## config.mk

```make
export PLATFORM = sky130hd
export DESIGN_NAME = msu_audio_sector_feeder
export DESIGN_NICKNAME = d
export VERILOG_FILES = /design/src/rtl/msu_audio_sector_feeder.sv
export SDC_FILE = /design/constraint.sdc
export NUM_CORES = 1
export LEC_CHECK = 0
export BUFFER_PORTS_ARGS = -buffer_cell sky130_fd_sc_hd__buf_2
export CORE_MARGIN = 10
export CORE_UTILIZATION = 54
export CTS_BUF_LIST = sky130_fd_sc_hd__clkbuf_8
export DETAILED_ROUTE_END_ITERATION = 10
export GPL_ROUTABILITY_DRIVEN = 0
export PLACE_DENSITY = 0.88
export SLEW_MARGIN = 0
export SYNTH_ARGS = -nofsm -noshare
export SYNTH_HDL_FRONTEND = slang
export SYNTH_SLANG_ARGS = --single-unit
```

## constraint.sdc

```tcl
create_clock -name clk_i -period 7.7 [get_ports clk_i]
set_clock_uncertainty 0.2 [all_clocks]
set_input_delay 1.54 -clock clk_i [delete_from_list [all_inputs] [get_ports clk_i]]
set_output_delay 1.54 -clock clk_i [all_outputs]
set_load 0.02 [all_outputs]
```

## src/rtl/msu_audio_sector_feeder.sv

```systemverilog
// msu_audio_sector_feeder
//   Responder side of the MSU-1 audio sector interface. A request (or seek)
//   accepted in idle fetches one 1024-byte sector from backing memory as 512
//   sequential 16-bit reads and replays each word on the audio_data_wr strobe,
//   holding ack/download high for the whole transfer. Abort cancels a transfer;
//   a read still in flight is drained so its late response is discarded.
//
// Ports
//   clk_i            system clock
//   reset_i          synchronous, active-high reset
//   track_base_i     byte address of the PCM file, sampled on request accept
//   abort_i          level, cancels the transfer in progress
//   audio_req_i      level, fetch the next sector
//   audio_seek_i     level, fetch a sector out of sequence (same as req)
//   audio_sector_i   sector index, sampled on request accept
//   audio_ack_o      high for the whole transfer of one sector
//   audio_download_o high for the whole transfer
//   audio_data_wr_o  one-cycle strobe per word
//   audio_data_o     word data, valid with audio_data_wr_o
//   mem_rd_o         one-cycle read strobe
//   mem_addr_o       read byte address, valid with mem_rd_o
//   mem_ready_i      one-cycle strobe, mem_dout_i valid
//   mem_dout_i       read data
module msu_audio_sector_feeder (
    input  logic        clk_i,
    input  logic        reset_i,
    input  logic [31:0] track_base_i,
    input  logic        abort_i,
    input  logic        audio_req_i,
    input  logic        audio_seek_i,
    input  logic [21:0] audio_sector_i,
    output logic        audio_ack_o,
    output logic        audio_download_o,
    output logic        audio_data_wr_o,
    output logic [15:0] audio_data_o,
    output logic        mem_rd_o,
    output logic [31:0] mem_addr_o,
    input  logic        mem_ready_i,
    input  logic [15:0] mem_dout_i
);

    typedef enum logic [2:0] {
        StIdle,
        StRead,
        StWait,
        StWrite,
        StDone,
        StDrain
    } state_e;

    state_e      state_q;
    logic [8:0]  wcnt_q;
    logic        ack_q;
    logic        download_q;
    logic        data_wr_q;
    logic [15:0] data_q;
    logic        mem_rd_q;
    logic [31:0] addr_q;
    logic [31:0] start_addr;

    // Sector start; 32-bit modulo, so a track near the top of memory wraps.
    assign start_addr = track_base_i + {audio_sector_i, 10'b0};

    always_ff @(posedge clk_i) begin
        if (reset_i) begin
            state_q    <= StIdle;
            wcnt_q     <= 9'd0;
            ack_q      <= 1'b0;
            download_q <= 1'b0;
            data_wr_q  <= 1'b0;
            data_q     <= 16'h0000;
            mem_rd_q   <= 1'b0;
            addr_q     <= 32'h0000_0000;
        end else begin
            // Strobes are single-cycle unless re-armed below.
            data_wr_q <= 1'b0;
            mem_rd_q  <= 1'b0;
            if (abort_i && (state_q != StIdle) && (state_q != StDrain)) begin
                ack_q      <= 1'b0;
                download_q <= 1'b0;
                // A read is in flight if it is being issued now, or we are
                // waiting and its response has not arrived this cycle.
                if ((state_q == StRead) || ((state_q == StWait) && !mem_ready_i)) begin
                    state_q <= StDrain;
                end else begin
                    state_q <= StIdle;
                end
            end else begin
                case (state_q)
                    StIdle: begin
                        if ((audio_req_i || audio_seek_i) && !abort_i) begin
                            wcnt_q     <= 9'd0;
                            ack_q      <= 1'b1;
                            download_q <= 1'b1;
                            addr_q     <= start_addr;
                            mem_rd_q   <= 1'b1;
                            state_q    <= StRead;
                        end
                    end
                    StRead: begin
                        state_q <= StWait;
                    end
                    StWait: begin
                        if (mem_ready_i) begin
                            data_q    <= mem_dout_i;
                            data_wr_q <= 1'b1;
                            state_q   <= StWrite;
                        end
                    end
                    StWrite: begin
                        if (wcnt_q == 9'd511) begin
                            ack_q      <= 1'b0;
                            download_q <= 1'b0;
                            state_q    <= StDone;
                        end else begin
                            wcnt_q   <= wcnt_q + 9'd1;
                            addr_q   <= addr_q + 32'd2;
                            mem_rd_q <= 1'b1;
                            state_q  <= StRead;
                        end
                    end
                    StDone: begin
                        // Extra idle-side cycle keeps download low for two cycles.
                        state_q <= StIdle;
                    end
                    StDrain: begin
                        if (mem_ready_i) begin
                            state_q <= StIdle;
                        end
                    end
                    default: begin
                        state_q <= StIdle;
                    end
                endcase
            end
        end
    end

    assign audio_ack_o      = ack_q;
    assign audio_download_o = download_q;
    assign audio_data_wr_o  = data_wr_q;
    assign audio_data_o     = data_q;
    assign mem_rd_o         = mem_rd_q;
    assign mem_addr_o       = addr_q;

endmodule

```

==> results of run 1 <==
[cell type report]
type,instances,area [µm²]
Multi-Input combinational cell,492,2959
Sequential cell,63,1261
Fill cell,683,2846
Clock buffer,9,123.9
Inverter,7,26.28
Tap cell,105,131.4
Clock inverter,7,120.1
Timing Repair Buffer,131,665.6
[cells in the final DEF, fill, tap and decap left out, types with 9 or more instances in the layout]
cell                       Yosys  final
sky130_fd_sc_hd__nand3_1      13     13
sky130_fd_sc_hd__and3_1        9      9
sky130_fd_sc_hd__a211oi_1     10     10
sky130_fd_sc_hd__nor3_1       23     23
sky130_fd_sc_hd__nor2_1       57     57
sky130_fd_sc_hd__dfxtp_1      63     63
sky130_fd_sc_hd__o21ai_0      33     33
sky130_fd_sc_hd__xnor2_1      13     13
sky130_fd_sc_hd__a21oi_1      78     78
sky130_fd_sc_hd__ha_1         24     24
sky130_fd_sc_hd__buf_2         4    127
sky130_fd_sc_hd__nand2_1      84     84
sky130_fd_sc_hd__clkbuf_8      1      9
sky130_fd_sc_hd__nand4_1      18     18
sky130_fd_sc_hd__a31oi_1      11     11
[state kept, by name (all words and copies together) (netlist names)]
name	count
state_q	3
audio_data_wr_o	1
wcnt_q	9
mem_rd_o	1
audio_download_o	1
audio_data_o	16
mem_addr_o	32
[stage by stage]
step	total power [mW]	util (%)	hold slack [ns]	cells	setup WS [ns]
after floorplan	0.5919	-	0.2841	602	3.994
after global placement	0.6679	62.01	0.2390	798	3.802
after detailed placement	0.6802	62.01	0.2439	798	3.708
after CTS	1.033	65.01	0.2552	814	4.083
after global routing	1.084	65.01	0.2798	814	3.930
final	1.037	65.01	0.2535	814	4.068
[Yosys cell counts, types with 5 or more instances]
master                     count  share of area [%]
sky130_fd_sc_hd__nand4_1      18                2.5
sky130_fd_sc_hd__inv_1         7               0.59
sky130_fd_sc_hd__xor2_1        7                1.4
sky130_fd_sc_hd__a31oi_1      11                1.5
sky130_fd_sc_hd__a21o_1        7                1.2
sky130_fd_sc_hd__and3_1        9                1.3
sky130_fd_sc_hd__or3_1         6               0.84
sky130_fd_sc_hd__nor3b_1       5               0.84
sky130_fd_sc_hd__nand3_1      13                1.5
sky130_fd_sc_hd__dfxtp_1      63                 28
sky130_fd_sc_hd__nor3_1       23                2.6
sky130_fd_sc_hd__clkbuf_1     24                2.0
sky130_fd_sc_hd__a22oi_1       5               0.84
sky130_fd_sc_hd__nor2_1       57                4.8
sky130_fd_sc_hd__xnor2_1      13                2.6
sky130_fd_sc_hd__a211oi_1     10                1.7
sky130_fd_sc_hd__o21ai_0      33                3.7
sky130_fd_sc_hd__a21oi_1      78                8.8
sky130_fd_sc_hd__a311oi_1      5               0.98
sky130_fd_sc_hd__nand2_1      84                7.1
sky130_fd_sc_hd__o31ai_1       5               0.84
sky130_fd_sc_hd__ha_1         24                6.7
[power breakdown]
part / switching (mW) / internal [mW] / total [mW]
Combinational: 0.177 / 0.114 / 0.291
Clock: 0.141 / 0.216 / 0.357
Sequential: 0.0380 / 0.351 / 0.389
Total: 0.356 / 0.681 / 1.04
[worst min-delay path: cells and delay by family, from the launching register on]
kind             cells  cell delay [ns]
flip-flops           1             0.31
AND/OR/NAND/NOR      1             0.05
AO/OA/AOI/OAI        1             0.05
[path summary, 6_finish.rpt]
path,start,end,slack (ns),depth (start not counted)
max,track_base_i[10],mem_addr_o[28],4.07,10
min,audio_data_o[10],audio_data_o[10],0.25,2
max reg2reg,wcnt_q[0],wcnt_q[5],4.44,11
min reg2reg,audio_data_o[10],audio_data_o[10],0.25,2
[metal layers]
layer / track usage, % / routed length (µm)
met5: 0 / 0
met4: 9.549 / 461
met3: 3.896 / 948
met2: 35.61 / 6579
met1: 24.56 / 5740
[cells by family (layout without fill, tap and decap cells)]
group / Yosys count / after routing / synth area share, %
compound gates: 193 / 193 / 27.03
xor+xnor: 20 / 20 / 3.937
fa+ha+maj: 25 / 25 / 7.199
buf+inv: 47 / 154 / 5.146
flops: 63 / 63 / 28.35
mux: 5 / 5 / 1.153
simple gates: 249 / 249 / 27.19
==> impl.org, run 1 <==
** Status
- Run status :: complete, no violations

** Clocking
- Number of clock buffers inserted by TritonCTS :: 9
- After clock tree synthesis, the repair step resized 0 gates.
- H-tree levels :: 3
- The clock passes through at most 2 buffers.
- Clock sink count :: 63
- After clock tree synthesis, the setup repair step added 0 buffers.
- Clock-pin slew was measured on the worst setup and hold paths at 0.07 ns.
- Cell at the root of the clock tree :: sky130_fd_sc_hd__clkbuf_8
- TritonCTS built the clock tree.
- Hold repair after CTS inserted 0 buffers.
- At the later pin of the worst-skew pair, clock insertion delay measures ~0.35 ns.

** Job
- Max_cap viols :: 0

** STA
- Measured against its own limit, the worst slew margin works out to between 20% and 30%.
- Transition time of the tightest slew-check pin :: between 1 and 1.5 ns
- Crit path time final :: 3.632 ns
- The hold violation total from the final report came to 0.
- Setup repair after global routing missed its margin :: false
- Maximum operating frequency :: 0.2753 GHz
- In the final timing run, aggregate negative setup slack is 0 ns.
- Final max-slew violation count :: 0
- Setup violations remaining at the end of the flow were counted as 0.
- Dividing the final minimum period by the clock period gives 47.17%.

** Floorplan
- Core area :: between 8000 and 9000 µm²
- Site Rows :: 33
- The die covers 12270 µm².
- X dimension of the die :: about 110 µm
- In this run the count of I/O pins placed on the die edge is 128.
- Initial Util :: between 50% and 60%
- Die Y-Extent :: 110.8 µm

** Setup path
- Maximum single-stage delay on the critical path :: 0.43 ns
- Of all nets on the critical path, the largest fanout is 5.
- Data arrival at the endpoint of the critical path :: 3.67 ns
- Buffer and inverter count on the worst path :: 1
- Slowest CP cell :: sky130_fd_sc_hd__fa_1
- Kind of start point of the critical path :: primary input
- The worst setup path is of the in2reg kind.
- Crit-path cells :: buf_2 > ha_1 > fa_1 > a211oi_2 > o21bai_2 > a21oi_2 > o31ai_2 > a211oi_1 > o211a_1 > nand3_1
- Data on the critical path is required at its endpoint by slightly below 8 ns.
- CP delay by family, top :: compound AO/OA/AOI/OAI gates
- Crit path capture type :: flop

** Route
- In the routed design, unresolved DRC markers number 0.
- Total iterations of the first detailed-routing run :: 6
- The detailed router finished its first iteration with 535 violations.
- Post-detailed-route via-to-cell ratio :: 6.198
- Dividing the detail-routed wire length by the instance count gives 16.87 µm.
- The final route contains 5045 vias.
- The count of nets left with antenna violations once routing finished came out at 0.
- Wirelength, routed :: 13730 µm

** Placement
- Input and output buffers added on the ports amount to roughly 130.
- DP Area :: 5044 µm²
- DPL Wire Length :: 9868 µm

** Synthesis
- The number of different library cells used by synthesis comes to 74.
- Counting every instance in the synthesized netlist gives 602.
- The synthesized netlist occupies a cell area of 4449 µm².
- Sequential elements use approximately 28% of the synthesized area.
- Yosys printed 0 warnings.
- Syn_nets :: between 700 and 800
- Number of enable flip-flop cells after synthesis :: 0
- Counting flops and latches in the post-synthesis netlist gives 63.
- Fraction of registers with async set or reset after synthesis :: 0%
- Post-synthesis average cell area :: 7.391 µm²
- In the synthesized netlist the dominant register cell turns out to be sky130_fd_sc_hd__dfxtp_1.

** Global route
- GRT Overall Usage :: a little over a fifth
- Total gr overflow :: 0
- Number of antenna violations at the first check in global routing :: 0
- Via count of the first global-routing pass :: 4801
- The first global-routing pass estimated 22260 µm of wire.
- Entering global routing, the biggest net connects 68 pins.

** Pwr
- VDD sags by at most 0.08265 mV.
- The analysis attributes to cell leakage a power of 2.214 nW.
- Ratio of total power to cell area :: 196.2 nW/µm²

** Finish
- Of the cells placed in the final design, the portion with a size suffix greater than 1 is 22.57%.
- The number of antenna diodes in the final layout is 0.
- Post-route cell area :: 5288 µm²
- The area growth from synthesis to layout is 18.84%.
- For this run, the post-layout net count is 805.

** Worst hold path
- Path category of the worst min-delay check :: reg2reg
No activity file was read; power rests on OpenSTA's default activity.
==> inputs of run 2 (changes only) <==
- ABC_AREA: unset -> 1
- PLACE_DENSITY: 0.88 -> 0.86
- clock period: 7.7 -> 3.8 ns (I/O delays scaled with it)
==> run 2 against run 1 <==
Against the previous run:
- wire length grew 8.3%
- utilization grew 1.4 points
- final cell count grew 31%
- non-clock buffer count shrank 3
- register-to-register slack lost 3.8 ns
- design area grew 11%
- largest power group is now combinational logic
==> impl.org, run 2 <==
** Finish
- The layout has between 800 and 900 filler cells.
- Leaving out fill and tap cells, the most frequent cell in the layout is sky130_fd_sc_hd__nand2_1.
- Share of cells above drive strength 1 :: 17.24%
- Across the whole layout, storage elements account for 1261 µm².
- Post-route cell area :: 5849 µm²
- The register with the most flip-flops in the layout has 32 of them.
- Area of the multi-input gates :: 3173 µm²
- Number of standard cells in the final layout excluding fillers :: 1065
- At the end of the flow, the number of nets in the layout was 1053.
- Most used cells in the layout excluding fill and tap cells :: sky130_fd_sc_hd__nand2_1 (239), sky130_fd_sc_hd__buf_2 (127), sky130_fd_sc_hd__nor2_1 (109)
- 0 antenna diodes ended up in the layout.
- Post-synthesis to final-layout area growth :: 18.65%

** STA
- Number of endpoints failing setup at the final stage :: 0
- Worst slew slack as a fraction of its limit :: between 20% and 30%
- Final hold analysis gives a worst-case slack of 0.2706 ns.
- The number of pins exceeding their max-slew limit in the final report was 0.
- The worst path uses 82.82% of the clock period.
- Transition time of the tightest slew-check pin :: about 1.1 ns
- Setup repair after global routing left no endpoint under its margin.
- Derived from the worst setup path, the maximum achievable clock frequency is roughly 0.32 GHz.
- After layout, the worst setup slack is 0.6528 ns.
- Hold violation count in the final report :: 0
- After routing, the total negative slack on setup checks comes to 0 ns.
- Crit path time final :: 3.147 ns

** Pwr
- For this design the ratio of total power to cell area is roughly 500 nW/µm².
- Worst voltage drop across the vdd grid :: roughly 0.47 mV
- In this run the static leakage power is 2.882 nW.

** Clocking
- Post-CTS Hold Fix Bufs :: 0
- At the later pin of the worst-skew pair, clock insertion delay measures 0.36 ns.
- After clock tree synthesis, the clock-pin slew on the worst setup and hold paths is 0.08 ns.
- Buffers inserted during post-CTS setup optimization :: 0
- Total of cells resized after clock tree synthesis :: 0
- In this run the number of H-tree levels came out at 3.
- Number of clock buffers inserted by TritonCTS :: 9
- Clock tree from TritonCTS :: done
- Cell at the root of the clock tree :: sky130_fd_sc_hd__clkbuf_8
- Clock sink count :: 63
- The clock passes through at most 2 buffers.

** Placement
- Placed Cells incl. Taps :: about 1000
- Once placement finished, the instance area stood at around 5600 µm².
- Buffers placed on the I/O ports in this run total 127.
- DPL Wire Length :: 11470 µm
- Timing analysis after detailed placement gives a worst setup slack of 0.8137 ns.

** Setup path
- Type of the worst setup path :: reg2reg
- STA classifies the critical path startpoint as a flop.
- Of all nets on the critical path, the largest fanout is 34.
- Crit path capture type :: flop
- Register-to-register path setup slack :: 0.65 ns
- R2R Path Start :: state_q[2]
- The critical path starts at state_q[2].
- STA puts the critical path data arrival time at 3.25 ns.
- At the worst endpoint, the required time is 3.90 ns.

** Global route
- Global routing finished with a remaining overflow of 0.
- First-pass GRT wire length :: 24180 µm
- Number of antenna violations at the first check in global routing :: 0
- Layer with the highest usage after global routing :: met2
- Entering global routing, the biggest net connects 40 pins.
- Global routing consumed, on the met3 layer, 7.235% of the routing resources.
- Via count of the first global-routing pass :: 5344
- Global routing used 26.22% of the available met1 tracks.
- Global routing consumed, on the met2 layer, 35.96% of the routing resources.
- GRT Overall Usage :: a little over a fifth

** Floorplan
- From bottom edge to top edge, the die measures 115.5 µm.
- Core area :: 8806 µm²
- The floorplan step defined a die boundary enclosing 13350 µm².
- In this run the core area contains 34 standard-cell rows.
- The floorplan step set the die width to 115.5 µm.
- For this configuration, the core starts out at a cell density of 55.98%.
- I/O pins :: 128

** Synthesis
- Area share of the largest cell type after synthesis :: 25.58%
- The cell area that synthesis handed to floorplanning was 4930 µm².
- Area fraction in and, or, nand and nor cells after synthesis :: around two fifths
- Fraction of synthesized area in multiplexers :: 0%
- The most used flip-flop cell after synthesis is sky130_fd_sc_hd__dfxtp_1.
- For this run, the register share of the synthesized area comes to approximately a quarter.
- Synthesis inferred 63 register bits.
- Post-synthesis xor/xnor area fraction :: under 10%
- Adder and majority gate portion of the synthesized area :: 6.497%
- Post-synthesis average cell area :: 5.904 µm²
- After technology mapping, the gate count stands at 835.
- Dominant combinational cell family by area after synthesis :: simple AND/OR/NAND/NOR gates
- Area contributors post-synth :: sky130_fd_sc_hd__dfxtp_1 (26%), sky130_fd_sc_hd__nand2_1 (18%), sky130_fd_sc_hd__nor2_1 (8.3%)
- Number of enable flip-flop cells after synthesis :: 0
- Compound-cell area share of the yosys netlist :: 14.82%
- Top cells by count, synth :: sky130_fd_sc_hd__nand2_1 (239), sky130_fd_sc_hd__nor2_1 (109), sky130_fd_sc_hd__inv_1 (99)
- sky130_fd_sc_hd__dfxtp_1 takes more of the synthesized area than any other cell.
- Post-synth cell types :: 40
- By instance count, the leading cell after synthesis is sky130_fd_sc_hd__nand2_1.
- Count of yosys warnings during synthesis :: 0
- Synthesis produced a netlist with a net count of 936.
- Fraction of registers with async set or reset after synthesis :: 0%

** Route
- After detailed routing, the number of remaining DRC violations is 0.
- For this block, the initial DRC count from the detailed router was 427.
- For this block, the routed nets add up to 14870 µm of wire.
- Post-detailed-route via-to-cell ratio :: roughly 5.4
- For this block, the via count after detailed routing is 5724.
- Antenna Nets Post-Route :: 0
- In the final routed layout, each cell accounts on average for 13.96 µm.
- Total iterations of the first detailed-routing run :: 5

** Job
- Max_cap viols :: 0

** Status
- The run finished with clean final reports.

** Worst hold path
- Launch point of the worst hold path :: wcnt_q[2]
- The min-delay analysis places its worst path in the category reg2reg.
-- run 2: changes by cell type after synthesis, sizes merged, moves of 8 or more --
cell	before	now
clkbuf	29	9
xnor2	13	2
nor2	57	112
a21oi	80	66
o21ai	35	55
a211oi	11	1
nand2	84	241
and3	9	0
a21o	8	0
nand3	14	74
inv	7	101
-- run 2: layout make-up --
| class | instances | share of cell area (%) |
|---|---|---|
| Tap cell | 108 | 2.310 |
| Sequential cell | 63 | 21.56 |
| Clock buffer | 10 | 2.353 |
| Inverter | 102 | 6.545 |
| Multi-Input combinational cell | 648 | 54.25 |
| Clock inverter | 6 | 1.989 |
| Timing Repair Buffer | 128 | 10.99 |
-- run 2: power breakdown --
group / internal [mW] / switching (mW)
clock: 0.458 / 0.290
sequential: 0.806 / 0.166
combinational: 0.392 / 0.804
-- run 2: per-layer routing --
metal	vias up	share of wire, %
li1	2948	-
met1	2511	42
met2	239	46
met3	26	10
met4	0	1.9
met5	-	0
-- run 2: cell families after synthesis --
family / after synthesis
compound gates: 136
fa+ha+maj: 25
flops: 63
simple gates: 477
buf+inv: 124
xor+xnor: 10
-- run 2: worst paths after layout --
path,end,cells after the start
min reg2reg,wcnt_q[2],2
min,wcnt_q[2],2
max,mem_addr_o[6],8
max reg2reg,mem_addr_o[6],8
-- run 2: metrics by stage --
stage          power, mW  utilization (%)
4_1_cts            2.905            66.43
6_report           2.916            66.43
2_1_floorplan      1.805                -
3_5_place_dp       2.156            63.54
3_3_place_gp       2.137            63.54
5_1_grt            3.106            66.43
-- run 2: critical path: stages, from the launching register on --
cell                       delay [ns]
sky130_fd_sc_hd__dfxtp_1         0.37
sky130_fd_sc_hd__inv_1           0.10
sky130_fd_sc_hd__nand3_2         0.31
sky130_fd_sc_hd__buf_4           0.34
sky130_fd_sc_hd__clkinv_1        0.83
sky130_fd_sc_hd__nand3_1         0.39
sky130_fd_sc_hd__o21ai_0         0.16
sky130_fd_sc_hd__a21oi_1         0.22
sky130_fd_sc_hd__o21a_1          0.14
